`src/rtl/ridecore_fetch_pkg.sv`:
```
// ridecore fetch front end: shared types, line geometry and slot helper.
// Imported by the fetch buffer, its line FIFO and its bus interface users.
package ridecore_fetch_pkg;

  localparam int LINE_BYTES = 16;
  localparam int SLOTS      = 4;

  typedef struct packed {
    logic [127:0] line;
    logic [31:0]  line_addr;
    logic [1:0]   start_slot;
  } fetch_entry_t;

  typedef enum logic [1:0] {
    IDLE_EMPTY,
    STREAM,
    STALL_FULL
  } fetch_state_t;

  function automatic logic [31:0] slot_of(
    input logic [127:0] line,
    input logic [1:0]   idx
  );
    return line[{idx, 5'b0} +: 32];
  endfunction

endpackage

```
`src/rtl/ridecore_fetch_buffer_if.sv`:
```
// Fetch bus: imem line request/response, backend redirect, decode pair.
// master = fetch buffer side, slave = memory model / decode / backend side.
interface ridecore_fetch_buffer_if #(
  parameter int ADDR_W = 32
);

  logic [ADDR_W-1:0] imem_addr;
  logic [127:0]      imem_data;
  logic              redirect_valid;
  logic [ADDR_W-1:0] redirect_pc;
  logic              out_ready;
  logic              out_valid0;
  logic              out_valid1;
  logic [ADDR_W-1:0] out_inst0;
  logic [ADDR_W-1:0] out_inst1;
  logic [ADDR_W-1:0] out_pc0;
  logic [ADDR_W-1:0] out_pc1;

  modport master (
    output imem_addr,
    input  imem_data,
    input  redirect_valid,
    input  redirect_pc,
    input  out_ready,
    output out_valid0,
    output out_valid1,
    output out_inst0,
    output out_inst1,
    output out_pc0,
    output out_pc1
  );

  modport slave (
    input  imem_addr,
    output imem_data,
    output redirect_valid,
    output redirect_pc,
    output out_ready,
    input  out_valid0,
    input  out_valid1,
    input  out_inst0,
    input  out_inst1,
    input  out_pc0,
    input  out_pc1
  );

endinterface

```
`src/rtl/ridecore_fetch_fifo.sv`:
```
// Synchronous FIFO of fetch_entry_t with flush; head is shown combinationally.
// Ports: clk, reset, flush, push/push_data, pop, head, count, full, empty.
module ridecore_fetch_fifo
  import ridecore_fetch_pkg::*;
#(
  parameter  int DEPTH = 4,
  localparam int PTR_W = $clog2(DEPTH) + 1
) (
  input  logic             clk,
  input  logic             reset,
  input  logic             flush,
  input  logic             push,
  input  fetch_entry_t     push_data,
  input  logic             pop,
  output fetch_entry_t     head,
  output logic [PTR_W-1:0] count,
  output logic             full,
  output logic             empty
);

  fetch_entry_t     mem [DEPTH];
  logic [PTR_W-1:0] wptr;
  logic [PTR_W-1:0] rptr;
  logic             do_push;
  logic             do_pop;

  assign count   = wptr - rptr;
  assign full    = (count == PTR_W'(DEPTH));
  assign empty   = (wptr == rptr);
  assign do_push = push && !full && !flush;
  assign do_pop  = pop && !empty && !flush;
  assign head    = mem[rptr[PTR_W-2:0]];

  always_ff @(posedge clk) begin
    if (reset || flush) begin
      wptr <= '0;
      rptr <= '0;
    end else begin
      if (do_push) wptr <= wptr + PTR_W'(1);
      if (do_pop)  rptr <= rptr + PTR_W'(1);
    end
  end

  always_ff @(posedge clk) begin
    if (do_push && !reset) mem[wptr[PTR_W-2:0]] <= push_data;
  end

endmodule

```
`src/rtl/ridecore_fetch_buffer.sv`:
```
// Fetch buffer: streams 16B lines from imem into a FIFO, issues <=2 insts/cycle.
// Ports: clk, reset (sync, active high), bus (imem, redirect, decode pair).
module ridecore_fetch_buffer
  import ridecore_fetch_pkg::*;
#(
  parameter logic [31:0] RESET_PC = 32'h0000_0000,
  parameter int          DEPTH    = 4,
  parameter int          ADDR_W   = 32
) (
  input  logic                    clk,
  input  logic                    reset,
  ridecore_fetch_buffer_if.master bus
);

  localparam int PTR_W = $clog2(DEPTH) + 1;
  localparam logic [PTR_W:0] DEPTH_C = DEPTH[PTR_W:0];

  fetch_entry_t      head;
  fetch_entry_t      push_data;
  logic [PTR_W-1:0]  count;
  logic              full;
  logic              empty;
  logic              push;
  logic              pop;
  logic              consume;
  logic              issue;
  logic              req_pending;
  logic [ADDR_W-1:0] req_line;
  logic [ADDR_W-1:0] fetch_addr;
  logic [1:0]        slot_ptr;
  logic [1:0]        start_next;
  logic [1:0]        cur;
  logic [2:0]        sum;
  logic [PTR_W:0]    inflight;
  logic              v0;
  logic              v1;
  logic [ADDR_W-1:0] pc0;
  fetch_state_t      state;
  logic              unused_bits;

  assign unused_bits = ^bus.redirect_pc[1:0];

  // Occupancy counts the in-flight line so a response always has room.
  assign inflight = {1'b0, count} + {{PTR_W{1'b0}}, req_pending};

  always_comb begin
    state = STREAM;
    unique case (1'b1)
      (inflight == '0):      state = IDLE_EMPTY;
      (inflight >= DEPTH_C): state = STALL_FULL;
      default:               state = STREAM;
    endcase
  end

  assign issue = !bus.redirect_valid && (state != STALL_FULL);

  assign push      = req_pending && !bus.redirect_valid;
  assign push_data = '{
    line:       bus.imem_data,
    line_addr:  req_line,
    start_slot: start_next
  };

  ridecore_fetch_fifo #(
    .DEPTH (DEPTH)
  ) u_fifo (
    .clk       (clk),
    .reset     (reset),
    .flush     (bus.redirect_valid),
    .push      (push),
    .push_data (push_data),
    .pop       (pop),
    .head      (head),
    .count     (count),
    .full      (full),
    .empty     (empty)
  );

  // slot_ptr restarts at 0 per line; the entry's start_slot lifts it
  // for the first line after a redirect.
  assign cur = (slot_ptr > head.start_slot) ? slot_ptr : head.start_slot;
  assign v0  = !empty;
  assign v1  = v0 && (cur != 2'd3);
  assign pc0 = head.line_addr + {{(ADDR_W-4){1'b0}}, cur, 2'b00};

  assign bus.imem_addr  = fetch_addr;
  assign bus.out_valid0 = v0;
  assign bus.out_valid1 = v1;
  assign bus.out_inst0  = v0 ? slot_of(head.line, cur) : '0;
  assign bus.out_inst1  = v1 ? slot_of(head.line, cur + 2'd1) : '0;
  assign bus.out_pc0    = v0 ? pc0 : '0;
  assign bus.out_pc1    = v1 ? pc0 + ADDR_W'(4) : '0;

  assign consume = bus.out_ready && v0 && !bus.redirect_valid;
  assign sum     = {1'b0, cur} + (v1 ? 3'd2 : 3'd1);
  assign pop     = consume && sum[2];

  always_ff @(posedge clk) begin
    if (reset) begin
      fetch_addr  <= RESET_PC;
      req_pending <= 1'b0;
      req_line    <= '0;
      slot_ptr    <= 2'd0;
      start_next  <= 2'd0;
    end else if (bus.redirect_valid) begin
      fetch_addr  <= {bus.redirect_pc[ADDR_W-1:4], 4'b0};
      req_pending <= 1'b0;
      slot_ptr    <= 2'd0;
      start_next  <= bus.redirect_pc[3:2];
    end else begin
      req_pending <= issue;
      if (issue) begin
        req_line   <= fetch_addr;
        fetch_addr <= fetch_addr + ADDR_W'(LINE_BYTES);
      end
      if (req_pending) start_next <= 2'd0;
      if (pop)
        slot_ptr <= 2'd0;
      else if (consume)
        slot_ptr <= sum[1:0];
    end
  end

  a_no_push_full: assert property (
    @(posedge clk) disable iff (reset) !(push && full));
  a_v1_needs_v0: assert property (
    @(posedge clk) disable iff (reset) bus.out_valid1 |-> bus.out_valid0);
  a_addr_align: assert property (
    @(posedge clk) disable iff (reset) fetch_addr[3:0] == 4'd0);

endmodule

```
`src/flat_wrapper.sv`:
```
// flat-port wrapper written by rule: the top's interface ports become plain ports
module ridecore_fetch_buffer_flat import ridecore_fetch_pkg::*;
#(
  parameter logic [31:0] RESET_PC = 32'h0000_0000,
  parameter int          DEPTH    = 4,
  parameter int          ADDR_W   = 32
)
  (clk, reset, bus_imem_addr, bus_imem_data, bus_redirect_valid, bus_redirect_pc, bus_out_ready, bus_out_valid0, bus_out_valid1, bus_out_inst0, bus_out_inst1, bus_out_pc0, bus_out_pc1);
  ridecore_fetch_buffer_if #(.ADDR_W(ADDR_W)) bus_i ();
  input  logic clk;
  input  logic reset;
  output wire logic [$bits(bus_i.imem_addr)-1:0] bus_imem_addr;
  input wire logic [$bits(bus_i.imem_data)-1:0] bus_imem_data;
  input wire logic [$bits(bus_i.redirect_valid)-1:0] bus_redirect_valid;
  input wire logic [$bits(bus_i.redirect_pc)-1:0] bus_redirect_pc;
  input wire logic [$bits(bus_i.out_ready)-1:0] bus_out_ready;
  output wire logic [$bits(bus_i.out_valid0)-1:0] bus_out_valid0;
  output wire logic [$bits(bus_i.out_valid1)-1:0] bus_out_valid1;
  output wire logic [$bits(bus_i.out_inst0)-1:0] bus_out_inst0;
  output wire logic [$bits(bus_i.out_inst1)-1:0] bus_out_inst1;
  output wire logic [$bits(bus_i.out_pc0)-1:0] bus_out_pc0;
  output wire logic [$bits(bus_i.out_pc1)-1:0] bus_out_pc1;
  assign bus_imem_addr = bus_i.imem_addr;
  assign bus_i.imem_data = bus_imem_data;
  assign bus_i.redirect_valid = bus_redirect_valid;
  assign bus_i.redirect_pc = bus_redirect_pc;
  assign bus_i.out_ready = bus_out_ready;
  assign bus_out_valid0 = bus_i.out_valid0;
  assign bus_out_valid1 = bus_i.out_valid1;
  assign bus_out_inst0 = bus_i.out_inst0;
  assign bus_out_inst1 = bus_i.out_inst1;
  assign bus_out_pc0 = bus_i.out_pc0;
  assign bus_out_pc1 = bus_i.out_pc1;
  ridecore_fetch_buffer #(.RESET_PC(RESET_PC), .DEPTH(DEPTH), .ADDR_W(ADDR_W)) u_core (.clk(clk), .reset(reset), .bus(bus_i));
endmodule
```
`config.mk`:
```
export PLATFORM = sky130hd
export DESIGN_NAME = ridecore_fetch_buffer_flat
export DESIGN_NICKNAME = d
export VERILOG_FILES = /design/src/rtl/ridecore_fetch_pkg.sv /design/src/rtl/ridecore_fetch_buffer_if.sv /design/src/rtl/ridecore_fetch_fifo.sv /design/src/rtl/ridecore_fetch_buffer.sv /design/src/flat_wrapper.sv
export SDC_FILE = /design/constraint.sdc
export NUM_CORES = 1
export LEC_CHECK = 0
export ABC_CLOCK_PERIOD_IN_PS = 6300
export CAP_MARGIN = 15
export CORE_MARGIN = 2
export CORE_UTILIZATION = 45
export CTS_BUF_LIST = sky130_fd_sc_hd__clkbuf_8
export DETAILED_ROUTE_END_ITERATION = 7
export GPL_TIMING_DRIVEN = 1
export MAX_ROUTING_LAYER = met4
export PLACE_DENSITY = 0.7
export SYNTH_ARGS = -nofsm -noshare
export SYNTH_HDL_FRONTEND = slang
export SYNTH_HIERARCHICAL = 1
export SYNTH_SLANG_ARGS = --single-unit
```
`constraint.sdc`:
```
create_clock -name clk -period 6.3 [get_ports clk]
set_input_delay 1.26 -clock clk [delete_from_list [all_inputs] [get_ports clk]]
set_output_delay 1.26 -clock clk [all_outputs]
set_load 0.01 [all_outputs]
```
==> metrics.txt <==
Mapped Cells 1,732; core area between 0.06 and 0.07 sq mm; # Max-Cap Violations 0; Clock Tree Buf Depth 3; kind of critical path flop to output pin; Num CTS Buffers 109; Period Utilization, post-route 1.00; CTS tree yes; Via density 5.58; post-route cell area 0.0376 sq mm; DIE WIDTH 265 microns; PD cells 244 mW/mm^2; largest net degree at the start of global routing 65; min Tclk post-route around 6.3 ns; DR iter-0 viols around 1,300; fmax between 150 and 200 MHz; Synth Cell Area 0.0306 sq mm; first-pass GRT wire length 111,000 microns; LEAKAGE 12.2 nW; placed inst area about 0.035 sq mm; hold depth 2; # DRC 0; R2R cell count 15; Startpoint Class flop; final-report setup violation count 0; DR pass1 iterations 5; CTS sink count a little over 700; hold_ws 0.501 ns; gr ovfl total 0; Yosys Warn Count 6; die area 0.0702 sq mm; Initial Util 0.455; share of cells above drive strength 1 0.239; hpwl dp 46,000 microns; Syn Area/Cell 17.7 sq um; I/O Buffers 319; RSZ-0062 raised after global routing true; CP endpoint kind output pin; non-filler cells, final about 3,100; hold path startpoint u_core/req_line[13]$_SDFFE_PP0P_; Slew HR 0.254; Req. time, crit path a little over 5 ns; status finished, final reports clean; total vias in the final route about 18,000; hold crit path type flop to flop; row count 95; Worst R2R Setup Slack roughly 2.3 ns; height of the chip 265 microns; area delta synth->final 22.9%; setup TNS 0 ns; initial antenna violation count 13; # hold bufs at CTS 0; slew at the pin closest to its max-slew limit 1.12 ns; Post-DRT Antenna Nets 0; Final Max Tran Viols 0; critical-path maximum fanout 6; power consumption 9.20 mW; Fin Clk Skew around 0.033 ns; dpl cells 2,890; routability cong. 0.881; H-tree depth 3; Hold Vio Cnt, Final 0; vias in the first global route between 15,000 and 20,000; Worst-path clk slew 0.06 ns; Skew-Pair Late Insertion Delay just over 0.7 ns; CTS root buf clkbuf_8; final wirelength 73,800 microns; Ports 326; WL/cell between 20 and 25 microns; Total GRT Usage 0.216; nets roughly 2,300; Worst VDD drop approximately 0.21 mV; hold-critical path endpoint u_core/req_line[13]$_SDFFE_PP0P_; Data arrival, critical path 5.04 ns
how the worst max path moves through the flow:
stage	start	to	slack (ns)	cells past startpoint
5_1_grt	flop	bus_out_pc1[22]	-0.30	21
2_1_floorplan	flop	bus_out_pc1[22]	0.05	22
3_5_place_dp	flop	bus_out_pc1[28]	0.03	17
4_1_cts	flop	bus_out_pc1[31]	0.002	21
6_report	flop	bus_out_pc1[22]	0.0007	20
3_3_place_gp	flop	bus_out_pc1[30]	0.1	18
through the flow:
stage               worst slack, ns   util
global placement             0.0955  0.520
detailed placement           0.0308  0.520
finish                     0.000679  0.560
floorplan                    0.0524      -
CTS                         0.00225  0.555
global route                 -0.295  0.560
power breakdown:
part	internal (mW)	switching (mW)
clock	1.86	1.74
combinational	0.187	0.170
sequential	5.21	0.0323
routing by layer:
metal  GRT usage  routed length [microns]  vias to the layer above
met3      0.0415                     4640                      100
met2       0.364                    38400                      576
met5           -                        0                        -
met1       0.268                    29500                     9083
li1            -                        -                     7763
met4      0.0611                     1260                        0
state kept, by name, summed over array words and instances (netlist names), named ones only:
name	count
u_core/bus.imem_addr	28
u_core/req_line	28
u_core/req_pending	1
u_core/slot_ptr	2
u_core/start_next	2
u_core/u_fifo/mem	648
u_core/u_fifo/rptr	3
u_core/u_fifo/wptr	3
placed cells by master (no fill, tap or decap), types with 14 or more instances in the layout:
| cell type | count |
|---|---|
| a21oi_1 | 54 |
| and2_1 | 71 |
| buf_4 | 70 |
| clkbuf_8 | 112 |
| clkdlybuf4s50_1 | 296 |
| clkinv_1 | 28 |
| clkinv_2 | 14 |
| conb_1 | 20 |
| dfxtp_1 | 67 |
| edfxtp_1 | 648 |
| inv_1 | 62 |
| mux4_2 | 226 |
| nand2_1 | 104 |
| nand3_1 | 24 |
| nand4_1 | 32 |
| nor2_1 | 111 |
| xnor2_1 | 32 |
| xor2_1 | 37 |
critical path: stages (launching register included):
cell and delay (ns):
dfxtp_4 0.37, mux4_2 0.55, ha_4 0.26, inv_1 0.10
o22ai_4 0.10, mux2i_4 0.20, inv_2 0.10, ha_4 0.16
inv_2 0.04, fa_2 0.39, buf_6 0.15, nor4bb_4 0.26
mux2i_1 0.13, o22ai_2 0.18, nand4_1 0.17, buf_4 0.18
a2111oi_4 0.36, buf_4 0.19, mux2i_2 0.20, o311ai_2 0.13
buf_2 0.16
cell type report:
| type | count | area, sq um |
|---|---|---|
| tap | 873 | 1090 |
| inverter | 26 | 97.6 |
| antenna | 13 | 32.5 |
| clock inverter | 93 | 538 |
| timing repair buffer | 403 | 3880 |
| sequential | 717 | 20800 |
| multi-input combinational | 904 | 9620 |
| fill | 5212 | 29600 |
| clock buffer | 112 | 1540 |
timing repair:
action / CTS / global route
setup endpoints to repair: 25 / 25
hold endpoints to repair: 0 / 0
pin swaps: 18 / 29
resized for setup: 77 / 43
setup buffers: 22 / 13
Power figures use the tool's default switching activity.
